==> src/rtl/rsa_job_sequencer.sv <==
// Job initiator for the RSA control block: accepts one job, runs the inverter and
// mod-exp phases, returns the result. Optional round-trip self-check: RSA_SEQ_ROUNDTRIP_EN.
module rsa_job_sequencer #(
  parameter int WIDTH     = 128,
  parameter int TIMEOUT   = 0,
  parameter int TIMEOUT_W = 32
) (
  input  logic                 clk,
  input  logic                 reset,
  input  logic                 req_valid,
  output logic                 req_ready,
  input  logic [WIDTH-1:0]     req_p,
  input  logic [WIDTH-1:0]     req_q,
  input  logic                 req_encrypt_decrypt,
  input  logic [2*WIDTH-1:0]   req_msg,
  output logic                 rsp_valid,
  input  logic                 rsp_ready,
  output logic [2*WIDTH-1:0]   rsp_msg,
  output logic                 rsp_timeout,
  output logic                 rsp_mismatch,
  output logic                 busy,
  output logic [WIDTH-1:0]     p,
  output logic [WIDTH-1:0]     q,
  output logic                 encrypt_decrypt,
  output logic [2*WIDTH-1:0]   msg_in,
  output logic                 reset_inverter,
  output logic                 reset_mod_exp,
  input  logic                 inverter_finish,
  input  logic                 mod_exp_finish,
  input  logic [2*WIDTH-1:0]   msg_out
);

  typedef enum logic [3:0] {
    IDLE, INV_GO, INV_BLANK, INV_WAIT, EXP_GO, EXP_BLANK, EXP_WAIT, DONE
`ifdef RSA_SEQ_ROUNDTRIP_EN
    , RT_INV_GO, RT_INV_BLANK, RT_INV_WAIT, RT_EXP_GO, RT_EXP_BLANK, RT_EXP_WAIT
`endif
  } state_t;

  localparam bit                 TO_EN   = (TIMEOUT > 0);
  localparam logic [TIMEOUT_W-1:0] TO_LAST = TIMEOUT_W'(TIMEOUT - 1);

  state_t               state_q, state_d;
  logic [WIDTH-1:0]     p_q, p_d, q_q, q_d;
  logic                 mode_q, mode_d;
  logic [2*WIDTH-1:0]   msg_in_q, msg_in_d;
  logic [2*WIDTH-1:0]   rsp_msg_q, rsp_msg_d;
  logic                 rsp_timeout_q, rsp_timeout_d;
  logic [TIMEOUT_W-1:0] cnt_q, cnt_d;
  logic                 to_hit;

  // The counter has already covered every earlier cycle of this phase, so this
  // cycle is the TIMEOUT-th one.
  assign to_hit = TO_EN && (cnt_q >= TO_LAST);

`ifdef RSA_SEQ_ROUNDTRIP_EN
  logic [2*WIDTH-1:0] orig_q, orig_d;
  logic               mismatch_q, mismatch_d;
  assign rsp_mismatch = mismatch_q;
`else
  assign rsp_mismatch = 1'b0;
`endif

  always_comb begin
    // NOTE: every variable gets a default first so no path leaves it unassigned (no latch).
    state_d       = state_q;
    p_d           = p_q;
    q_d           = q_q;
    mode_d        = mode_q;
    msg_in_d      = msg_in_q;
    rsp_msg_d     = rsp_msg_q;
    rsp_timeout_d = rsp_timeout_q;
    cnt_d         = (cnt_q != '1) ? cnt_q + 1'b1 : cnt_q;
`ifdef RSA_SEQ_ROUNDTRIP_EN
    orig_d        = orig_q;
    mismatch_d    = mismatch_q;
`endif
    case (state_q)
      IDLE: if (req_valid) begin
        p_d           = req_p;
        q_d           = req_q;
        mode_d        = req_encrypt_decrypt;
        msg_in_d      = req_msg;
        rsp_timeout_d = 1'b0;
`ifdef RSA_SEQ_ROUNDTRIP_EN
        orig_d        = req_msg;
        mismatch_d    = 1'b0;
`endif
        state_d       = INV_GO;
      end
      INV_GO:    begin cnt_d = '0; state_d = INV_BLANK; end
      INV_BLANK: state_d = INV_WAIT;
      EXP_GO:    begin cnt_d = '0; state_d = EXP_BLANK; end
      EXP_BLANK: state_d = EXP_WAIT;
      INV_WAIT:  if (inverter_finish) state_d = EXP_GO;
                 else if (to_hit) begin
                   state_d = DONE; rsp_timeout_d = 1'b1; rsp_msg_d = '0;
                 end
      EXP_WAIT:  if (mod_exp_finish) begin
                   rsp_msg_d = msg_out;
`ifdef RSA_SEQ_ROUNDTRIP_EN
                   mode_d    = ~mode_q;
                   msg_in_d  = msg_out;
                   state_d   = RT_INV_GO;
`else
                   state_d   = DONE;
`endif
                 end else if (to_hit) begin
                   state_d = DONE; rsp_timeout_d = 1'b1; rsp_msg_d = '0;
                 end
`ifdef RSA_SEQ_ROUNDTRIP_EN
      RT_INV_GO:    begin cnt_d = '0; state_d = RT_INV_BLANK; end
      RT_INV_BLANK: state_d = RT_INV_WAIT;
      RT_EXP_GO:    begin cnt_d = '0; state_d = RT_EXP_BLANK; end
      RT_EXP_BLANK: state_d = RT_EXP_WAIT;
      RT_INV_WAIT:  if (inverter_finish) state_d = RT_EXP_GO;
                    else if (to_hit) begin
                      state_d = DONE; rsp_timeout_d = 1'b1; rsp_msg_d = '0;
                    end
      RT_EXP_WAIT:  if (mod_exp_finish) begin
                      mismatch_d = (msg_out != orig_q);
                      state_d    = DONE;
                    end else if (to_hit) begin
                      state_d = DONE; rsp_timeout_d = 1'b1; rsp_msg_d = '0;
                    end
`endif
      DONE:    if (rsp_ready) state_d = IDLE;
      default: state_d = IDLE;
    endcase
  end

  // NOTE: sequential state uses non-blocking assignments only, so all registers update together.
  always_ff @(posedge clk) begin
    if (reset) begin
      state_q       <= IDLE;
      p_q           <= '0;
      q_q           <= '0;
      mode_q        <= 1'b0;
      msg_in_q      <= '0;
      rsp_msg_q     <= '0;
      rsp_timeout_q <= 1'b0;
      cnt_q         <= '0;
`ifdef RSA_SEQ_ROUNDTRIP_EN
      orig_q        <= '0;
      mismatch_q    <= 1'b0;
`endif
    end else begin
      state_q       <= state_d;
      p_q           <= p_d;
      q_q           <= q_d;
      mode_q        <= mode_d;
      msg_in_q      <= msg_in_d;
      rsp_msg_q     <= rsp_msg_d;
      rsp_timeout_q <= rsp_timeout_d;
      cnt_q         <= cnt_d;
`ifdef RSA_SEQ_ROUNDTRIP_EN
      orig_q        <= orig_d;
      mismatch_q    <= mismatch_d;
`endif
    end
  end

  // Every output is a register or a decode of state, so no finish/ready input reaches an output.
  assign req_ready       = (state_q == IDLE);
  assign busy            = (state_q != IDLE);
  assign rsp_valid       = (state_q == DONE);
  assign rsp_msg         = rsp_msg_q;
  assign rsp_timeout     = rsp_timeout_q;
  assign p               = p_q;
  assign q               = q_q;
  assign encrypt_decrypt = mode_q;
  assign msg_in          = msg_in_q;
`ifdef RSA_SEQ_ROUNDTRIP_EN
  assign reset_inverter  = (state_q == INV_GO) || (state_q == RT_INV_GO);
  assign reset_mod_exp   = (state_q == EXP_GO) || (state_q == RT_EXP_GO);
`else
  assign reset_inverter  = (state_q == INV_GO);
  assign reset_mod_exp   = (state_q == EXP_GO);
`endif

endmodule
==> config.mk <==
export PLATFORM = sky130hd
export DESIGN_NAME = rsa_job_sequencer
export DESIGN_NICKNAME = d
export VERILOG_FILES = /design/src/rtl/rsa_job_sequencer.sv
export SDC_FILE = /design/constraint.sdc
export NUM_CORES = 2
export LEC_CHECK = 0
export CORE_AREA = 2 2 598 600
export CTS_BUF_LIST = sky130_fd_sc_hd__clkbuf_8
export CTS_CLUSTER_DIAMETER = 80
export CTS_CLUSTER_SIZE = 40
export DETAILED_ROUTE_END_ITERATION = 10
export DIE_AREA = 0 0 600 602
export PLACE_DENSITY = 0.36
export SETUP_SLACK_MARGIN = 0.5
export SLEW_MARGIN = 15
export SYNTH_ARGS = -nofsm -noshare
export SYNTH_HDL_FRONTEND = slang
export SYNTH_SLANG_ARGS = --single-unit
==> constraint.sdc <==
create_clock -name clk -period 4.8 [get_ports clk]
set_clock_uncertainty 0.15 [all_clocks]
set_input_delay 0.48 -clock clk [delete_from_list [all_inputs] [get_ports clk]]
set_output_delay 0.48 -clock clk [all_outputs]
set_load 0.05 [all_outputs]
* Yosys cells after proc, flatten, opt, wreduce, memory -nomap -nowiden
Cells that the tools add are included.
** Operators by class
- Reduce and logical (&&, ||, !) cells :: 5
- Mux-type cells :: 5
- Eq/ne operators :: 11
** Operator list (number)
- 4-bit case mux with 8 select lines :: 1
- 4-bit by 3-bit == test with 1-bit output (second input constant) :: 4
- 4-bit two-way mux :: 4
- 4-bit by 2-bit == test with 1-bit output (second input constant) :: 2
- 2-bit != test (second input constant) :: 3
- 4-bit by 1-bit == test with 1-bit output (second input constant) :: 1
- 4-bit logical NOT :: 1
- 2-bit AND reduction :: 2
- 4-bit AND reduction :: 1
- 4-bit nonzero test :: 1
- 2-bit by 1-bit != test with 1-bit output (second input constant) :: 1
** Word-level totals
- Input port bits :: 775
- Logic and storage cells :: 27
- Output and inout bits :: 776
- Bits in registers :: 773

* Longest topological paths before layout
- Depth in word-level cells :: 3
- Mapped depth :: 6
- Mapped depth without buffers :: 3

* Worst setup path before layout
OpenSTA, ideal clock, no wires.
- Path kind :: register to output
- From :: reg state_q[0]
- To :: out reset_inverter
- Setup slack :: 2382 ps
- Stages on the path, launching flop included :: 3
- Arrival :: 1788 ps
- Cell sequence :: dfxtp_1 -> clkbuf_1 -> nor3b_1
** Between the ends
- Cells in the longest elaborated chain, start to end :: 1
** RTL lines
- start: declaration :: line 43 : state_t state_q, state_d;
- start signal: assignment :: line 148 : state_q <= state_d;
- 4-bit by 1-bit == test with 1-bit output
- end: declaration :: line 26 : output logic reset_inverter,
No other way between the ends.

* Worst setup path in the final report
- From :: reg state_q[0]
- To :: out req_ready
** Between the ends
- Cells in the longest elaborated chain, start to end :: 1
** RTL lines
- 4-bit logical NOT :: line 164 : assign req_ready = (state_q == IDLE);
- end: declaration :: line 11 : output logic req_ready,
No other way between the ends.

==> reports/qor.txt <==
Die W -> 600 um
DIE AREA -> 0.361 mm^2
Lkg Pwr -> 0.0193 uW
crit share post-route -> 74.9%
CTS clock-pin slew for the worst setup and hold paths -> 0.11 ns
number of global-route vias before repair -> 34,000
Hold WS -> 0.137 ns
P&R area growth vs syn -> 115%
number of clock sinks -> 772
ANT nets after route -> 0
Synth cell types -> 25
power per cell area -> 303 mW/mm^2
async set-or-reset flop fraction in the synthesized netlist -> 0%
nets -> 6,354
outcome -> finished clean
crit path time final -> 3.60 ns
FP Rows -> 219
cell taking the most area after synthesis -> dfxtp_1
Synth Cell Area -> 0.0267 mm^2
EDFF count, synth -> 0
Root Buffer -> clkbuf_8
worst setup path start -> state_q[0]$_SDFFE_PP0P_
Die Span Y -> 602 um
Setup Crit Path Kind -> reg2out
First DRT Iteration DRCs -> 1,873
Worst R2R Start -> state_q[1]$_SDFFE_PP0P_
Synth warnings -> 0
IO Pins -> 1,551
Rel. slew slack -> 23.7%
DR DRC count -> 0
Post-Place Cell Area -> 0.0473 mm^2
largest net degree at the start of global routing -> 135
Synth top area share -> 57.8%
Finish-stage setup viols -> 0
Synth area leaders -> dfxtp_1 58%, nand2_1 22%, a21oi_1 14%, buf_6 2.2%, buf_2 2.0%
dominant synthesized flop cell -> dfxtp_1
final hold vios -> 0
clk_lat worst skew -> 0.92 ns
Final Wtd Congestion -> 0.982
IR Drop Worst-Case VDD -> 0.181 mV
post-DP HPWL -> 240,000 um
Crit path arrival time -> 2.97 ns
GRT overflow -> 0
commonest cells in the netlist -> 1,539 x nand2_1, 772 x dfxtp_1, 769 x a21oi_1
CTS tree -> done
post-CTS setup buffer count -> 0
flops & latches, synth -> 772
area of the core -> 0.355 mm^2
antenna violations before repair -> 291
Req. time, crit path -> 4.17 ns
H-Tree Depth -> 3
Post-CTS Resized -> 0
Initial Util -> 7.54%
average size of a mapped cell -> 7.95 um^2
max_cap viols -> 0
Detailed Routing Iterations Pass 1 -> 7
Slew @ Worst Pin -> 1.14 ns
setup TNS -> 0 ns
drt total wl -> 284,000 um
PortBufs -> 1,548
TritonCTS Buffers -> 96
sequential area share after synthesis -> 57.8%
first-pass GRT wire length -> 358,000 um
worst hold start -> req_msg[211]
vias -> 33,700
Final Instance Area -> 0.0576 mm^2
DR WL/cell -> 27.0 um
Mapped Cells -> 3,362
Via density -> 3.21
critical path startpoint category -> flop
Slew Viols, Final -> 0
share of cells above drive strength 1 -> 3.87%
RSZ-0062 raised after global routing -> no
HP Class -> in2reg
Longest Clk Path Bufs -> 4
global-route usage over all layers -> 15.1%
Worst Path Max Fanout -> 14
upper clock frequency limit -> 0.278 GHz
count leader, synth -> nand2_1
CP endpoint kind -> primary output
layout by cell type (no fill, tap or decap), drive strengths merged, types with 6 or more instances in the layout:
master         instances
a21oi                769
buf                   49
clkbuf               100
clkdlybuf4s50       1546
clkinv                26
clkinvlp               6
dfxtp                772
diode                 84
dlygate4sd3          785
inv                   37
nand2               1539
state kept, by name (all words and copies together) (netlist names):
register         count
p                  128
encrypt_decrypt      1
rsp_msg            256
state_q              3
q                  128
msg_in             256
worst max-delay path, cell delays in order, from the launching register on:
cell and delay, ns:
dfxtp_1 0.59, or3_1 0.49, inv_1 0.07, clkdlybuf4s50_1 0.88
worst paths after layout:
kind                                    to  slack [ns]  cells past startpoint
setup / recovery                 req_ready        1.20                      3
hold / removal    msg_in[211]$_SDFFE_PP0P_        0.14                      3
setup reg to reg  rsp_msg[12]$_SDFFE_PP0P_        1.49                      5
hold reg to reg    msg_in[43]$_SDFFE_PP0P_        0.31                      2
power by group:
group | switching, uW | total, uW | internal (uW)
registers | 192 | 6910 | 6720
logic | 2830 | 4560 | 1730
clock network | 3510 | 5960 | 2450
per-stage QoR:
step           setup WS [ns]  power [uW]  std cells  utilization, %
2_1_floorplan           2.38        8930       3363               -
3_3_place_gp            1.79       11000       9447            13.3
3_5_place_dp            1.79       11000       9447            13.3
4_1_cts                0.988       18000      10400            16.2
5_1_grt                 1.02       18300      10500            16.2
6_report                1.20       17400      10500            16.2
cells by family (layout without fill, tap and decap cells):
group                  after synthesis  in the layout  share of synthesized area [%]
AO/OA/AOI/OAI                      774            774                           14.5
flip-flops                         772            772                           57.8
other                                1             86                         0.0140
AND/OR/NAND/NOR                   1551           1551                           21.9
buffers and inverters              263           2554                           5.69
multiplexers                         1              1                         0.0421
cell type report:
type | count | area [um^2]
antenna | 84 | 210
clock buffer | 100 | 1380
clock inverter | 73 | 860
fill | 40100 | 297000
inverter | 1 | 3.75
multi-input combinational | 2328 | 9780
sequential | 772 | 15500
tap | 4751 | 5940
timing repair buffer | 2380 | 23900
per-layer routing:
metal  global-route usage, %  vias up  wire length, um
met2                    26.8     1579           139000
li1                        -    15300                -
met4                    5.79       92            13600
met1                    16.3    16100           106000
met5                       0        -              596
met3                    5.31      641            24500
timing repair:
action / CTS / global route
endpoints found under the setup margin: 0 / 0
hold endpoints to repair: 748 / 0
hold buffers: 785 / 0
(Power assumes the default switching activity.)
